$ cat src/rtl/edge_gated_scaler.sv
// Captures an operand on start, waits for N qualifying edges on an async event line,
// then returns operand << shift with a one-cycle done pulse and an overflow flag.
module edge_gated_scaler #(
  parameter int WIDTH       = 32,
  parameter int CNT_W       = 8,
  parameter int SHIFT_W     = 3,
  parameter int SYNC_STAGES = 2
) (
  input  logic               clk,
  input  logic               rst_n,
  input  logic               start_i,
  input  logic [WIDTH-1:0]   data_i,
  input  logic [CNT_W-1:0]   edge_cnt_i,
  input  logic [1:0]         mode_i,
  input  logic [SHIFT_W-1:0] shift_i,
  input  logic               event_i,
  input  logic               abort_i,
  output logic               busy_o,
  output logic               done_o,
  output logic [WIDTH-1:0]   data_o,
  output logic               ovf_o,
  output logic [CNT_W-1:0]   edges_seen_o
);

  typedef enum logic [1:0] {
    S_IDLE  = 2'd0,
    S_WAIT  = 2'd1,
    S_SCALE = 2'd2
  } state_t;

  // Wide enough that every bit shifted out of WIDTH lands in the upper part.
  localparam int EXT_W = WIDTH + (1 << SHIFT_W);

  state_t                 state_q, state_d;
  logic [SYNC_STAGES-1:0] sync_q, sync_d;
  logic                   hist_q, hist_d;
  logic [WIDTH-1:0]       opnd_q, opnd_d;
  logic [CNT_W-1:0]       target_q, target_d;
  logic [1:0]             mode_q, mode_d;
  logic [SHIFT_W-1:0]     shift_q, shift_d;
  logic [CNT_W-1:0]       cnt_q, cnt_d;
  logic                   busy_q, busy_d;
  logic                   done_q, done_d;
  logic [WIDTH-1:0]       data_q, data_d;
  logic                   ovf_q, ovf_d;

  logic                   rise, fall, edge_hit;
  logic [CNT_W-1:0]       cnt_inc;
  logic [EXT_W-1:0]       ext;

  always_comb begin
    sync_d  = {sync_q[SYNC_STAGES-2:0], event_i};
    hist_d  = sync_q[SYNC_STAGES-1];
    rise    = sync_q[SYNC_STAGES-1] & ~hist_q;
    fall    = ~sync_q[SYNC_STAGES-1] & hist_q;
    case (mode_q)
      2'b01:   edge_hit = fall;
      2'b10:   edge_hit = rise | fall;
      default: edge_hit = rise;
    endcase
    cnt_inc = cnt_q + CNT_W'(1);
    ext     = EXT_W'(opnd_q) << shift_q;

    state_d  = state_q;
    opnd_d   = opnd_q;
    target_d = target_q;
    mode_d   = mode_q;
    shift_d  = shift_q;
    cnt_d    = cnt_q;
    done_d   = 1'b0;
    data_d   = data_q;
    ovf_d    = ovf_q;

    case (state_q)
      S_IDLE: begin
        if (start_i) begin
          opnd_d   = data_i;
          target_d = edge_cnt_i;
          mode_d   = mode_i;
          shift_d  = shift_i;
          cnt_d    = '0;
          state_d  = (edge_cnt_i != '0) ? S_WAIT : S_SCALE;
        end
      end
      S_WAIT: begin
        // Abort beats a coinciding final edge; the counter holds its value.
        if (abort_i) begin
          state_d = S_IDLE;
        end else if (edge_hit) begin
          cnt_d = cnt_inc;
          if (cnt_inc == target_q) state_d = S_SCALE;
        end
      end
      S_SCALE: begin
        state_d = S_IDLE;
        if (!abort_i) begin
          data_d = ext[WIDTH-1:0];
          ovf_d  = |ext[EXT_W-1:WIDTH];
          done_d = 1'b1;
        end
      end
      default: state_d = S_IDLE;
    endcase

    busy_d = (state_d != S_IDLE);
  end

  always_ff @(posedge clk or negedge rst_n) begin
    if (!rst_n) begin
      state_q  <= S_IDLE;
      sync_q   <= '0;
      hist_q   <= 1'b0;
      opnd_q   <= '0;
      target_q <= '0;
      mode_q   <= 2'b00;
      shift_q  <= '0;
      cnt_q    <= '0;
      busy_q   <= 1'b0;
      done_q   <= 1'b0;
      data_q   <= '0;
      ovf_q    <= 1'b0;
    end else begin
      state_q  <= state_d;
      sync_q   <= sync_d;
      hist_q   <= hist_d;
      opnd_q   <= opnd_d;
      target_q <= target_d;
      mode_q   <= mode_d;
      shift_q  <= shift_d;
      cnt_q    <= cnt_d;
      busy_q   <= busy_d;
      done_q   <= done_d;
      data_q   <= data_d;
      ovf_q    <= ovf_d;
    end
  end

  assign busy_o       = busy_q;
  assign done_o       = done_q;
  assign data_o       = data_q;
  assign ovf_o        = ovf_q;
  assign edges_seen_o = cnt_q;

endmodule

$ cat config.mk
export PLATFORM = sky130hd
export DESIGN_NAME = edge_gated_scaler
export DESIGN_NICKNAME = d
export VERILOG_FILES = /design/src/rtl/edge_gated_scaler.sv
export SDC_FILE = /design/constraint.sdc
export NUM_CORES = 1
export LEC_CHECK = 0
export CORE_ASPECT_RATIO = 0.5
export CORE_MARGIN = 3
export CORE_UTILIZATION = 40
export DETAILED_ROUTE_END_ITERATION = 6
export PLACE_DENSITY = 0.72
export SYNTH_ARGS = -nofsm -noshare
export SYNTH_HDL_FRONTEND = slang
export SYNTH_SLANG_ARGS = --single-unit
$ cat constraint.sdc
create_clock -name clk -period 1.56 [get_ports clk]
set_input_delay 0.156 -clock clk [delete_from_list [all_inputs] [get_ports clk]]
set_output_delay 0.156 -clock clk [all_outputs]
set_load 0.005 [all_outputs]
==> flow_metrics.py <==
metrics = {
    "outcome": {
        "status": "complete, but fails checks",
        "violations": "setup timing",
    },
    "detailed_routing": {
        "drt_iter0_drc": 278,
        "wl_mm": 13.6,
        "drcViolationCount": 0,
        "vias_per_cell": 5.38,
        "ant_nets": 0,
        "wl_per_cell_um": 17.9,
        "vias": 4083,
        "firstDrtPassIters": 4,
    },
    "finish": {
        "num_antenna_cells": 0,
        "num-fill-cells": 901,
        "fin_nets": 650,
        "final_cell_count_no_fill": 759,
        "fin_area_um2": 7250,
        "drive_gt1_share_pct": 33.3,
        "mostFrequentLayoutCells": "dfrtp_1, clkdlybuf4s50_1, nand2_1, buf_4, nor2_1",
        "postLayoutCoreUtil_pct": 63.5,
        "syn_to_final_growth_pct": 48.9,
    },
    "floorplanning": {
        "initial_core_util_pct": 42.6,
        "core_um2": 11400,
        "pin_count": 93,
        "die_height_um": 84,
        "die-area_um2": 13600,
        "die_w_um": 162,
        "rows": 27,
    },
    "clocking": {
        "cts.clk_slew.worst_paths_ns": 0.06,
        "cts_tree": "yes",
        "cts_root_buffer": "clkbuf_16",
        "htree_levels": 3,
        "clk_latency_ns": 0.34,
        "clockBufferDepth": 2,
        "clock_sinks": 93,
        "cts_buffers": 9,
    },
    "grt": {
        "antenna_found_initial": 0,
        "grt_pass1_wl_mm": 21.1,
        "grt_overflow": 0,
        "grt_use_total_pct": 19.2,
        "grt_pass1_vias": 4115,
        "grt_start_max_net_pins": 46,
    },
    "synth": {
        "netlist_instances": 437,
        "async_flop_share_pct": 100,
        "synthAdderAreaFrac_pct": 1.29,
        "yosys_warnings": 0,
        "synth_compound_area_share_pct": 11.0,
        "ys_ff_latch": 93,
        "postSynthAreaPerCell_um2": 11.1,
        "synthFlopType": "dfrtp_1",
        "synth-simple-area-share_pct": 12.4,
        "syn-num-nets": 492,
        "ys_types": 50,
        "muxShareOfSynthArea_pct": 22.5,
        "synth_area_um2": 4870,
        "synthXorXnorAreaFrac_pct": 1.44,
        "ys_seq_area_share_pct": 47.8,
        "synth_top_family_by_area": "multiplexers",
        "synth-edff-count": 0,
    },
    "sta": {
        "clock_skew_ns": 0.00836,
        "fin_crit_sh_pct": 110,
        "maxSlewHeadroom_pct": 60.3,
        "grt_setup_unrepaired": "true",
        "drv_slew": 0,
        "setup_ws_ns": -0.154,
        "tightest_slew_ns": 0.595,
        "hold_viol": 0,
        "fmax_ghz": 0.584,
        "tns_ns": -1.29,
        "min_period_ns": 1.71,
        "setup-violations-final": 16,
    },
    "hold_path": {
        "holdCritStartpoint": "event_i",
        "min_path_type": "in2reg",
    },
    "critical_path": {
        "startpoint": "mode_q[0]",
        "crit_type": "reg2reg",
        "start_kind": "flop",
        "r2r-start": "mode_q[0]",
        "cp.required_ns": 1.79,
        "worstPathArrival_ns": 1.94,
        "crit_fanout": 6,
        "end_kind": "flop",
    },
    "power": {
        "power.density_nw_per_um2": 1820,
        "power.static_leakage_nw": 3.09,
        "vdd_drop_max_mv": 0.808,
    },
    "place": {
        "port_buffers": 92,
        "dp.cells": 708,
        "place_congestion": 0.881,
        "placed_area_um2": 6320,
        "dpl.hpwl_mm": 8.59,
        "pre_cts_slack_ns": -0.254,
    },
    "run": {
        "maxCapViolCount": 0,
    },
}
-- state kept, by name (all words and copies together) (netlist names), 2 cells and up --
signal        flops
mode_q            2
sync_q            2
opnd_q           32
target_q          8
shift_q           3
state_q           2
edges_seen_o      8
data_o           32
-- repair_timing --
action | CTS | global route
pin swaps | 18 | 12
gates cloned | 2 | 2
hold buffers | 1 | 0
resized for setup | 41 | 48
endpoints found under the setup margin | 33 | 87
endpoints found under the hold margin | 38 | 0
buffers inserted | 19 | 14
-- report_power, final --
group          internal, mW  switching (mW)  total (mW)
registers              3.14           0.887        4.03
clock network          1.24           0.969        2.21
logic                  3.87            3.09        6.96
total                  8.25            4.95        13.2
-- synth_stat cells, drive strengths merged, types with 4 or more instances --
cell / instances / area [µm²]
xor2: 4 / 35.0
nand2: 66 / 248
a31oi: 22 / 138
dfrtp: 93 / 2330
clkbuf: 10 / 37.5
xnor2: 4 / 35.0
mux4: 20 / 450
mux2i: 14 / 140
ha: 5 / 62.6
inv: 9 / 33.8
mux2: 45 / 507
nor2b: 9 / 56.3
a21oi: 8 / 40.0
o31ai: 4 / 30.0
nor2: 36 / 135
o21ai: 27 / 135
buf: 18 / 101
nand3: 4 / 32.5
-- path summary, 6_finish.rpt --
kind                       slack [ns]         endpoint  cells after the start
setup / recovery                -0.15  edges_seen_o[1]                      6
hold / removal                   0.25        sync_q[0]                      1
setup reg to reg                -0.15  edges_seen_o[1]                      6
hold reg to reg                  0.35        sync_q[1]                      0
max in group asynchronous        0.63       data_o[15]                      3
min in group asynchronous        0.35  edges_seen_o[2]                      2
-- logic make-up (layout without fill, tap and decap cells) --
logic type / count (synthesis) / in the layout
AND/OR/NAND/NOR: 133 / 133
flip-flops: 93 / 93
AO/OA/AOI/OAI: 82 / 82
multiplexers: 79 / 79
buffers and inverters: 37 / 200
XOR/XNOR: 8 / 8
adder cells (fa/ha/maj): 5 / 5
-- metal layers --
metal | global-route usage, % | up-vias | part of all wire (%)
met4 | 4.02 | 0 | 1.4
met5 | 0 | - | 0
met2 | 32.4 | 97 | 50
met1 | 25.7 | 2077 | 44
met3 | 4.16 | 20 | 4.0
li1 | - | 1889 | -
-- worst max-delay path: stages, from the launching register on --
cell and delay, ns:
dfrtp_1 0.41, inv_2 0.08, ha_4 0.26, o311ai_4 0.35
buf_4 0.22, o21ai_0 0.13, o2bb2ai_2 0.14
-- layout make-up --
cell class                      instances  area (µm²)  area share (%)
Multi-Input combinational cell        307        2650            36.5
Sequential cell                        93        2340            32.2
Timing Repair Buffer                  175        1740            24.0
Clock buffer                           10         229            3.16
Tap cell                              159         199            2.75
Clock inverter                          6        63.8           0.881
Inverter                                9        33.8           0.466
-- through the flow --
step | hold WS, ns | power (mW)
after floorplan | -0.140 | 7.60
after global placement | 0.185 | 9.28
after detailed placement | 0.190 | 9.41
after CTS | 0.243 | 12.4
after global routing | 0.257 | 14.0
final | 0.253 | 13.2
No activity file was read; power rests on OpenSTA's default activity.
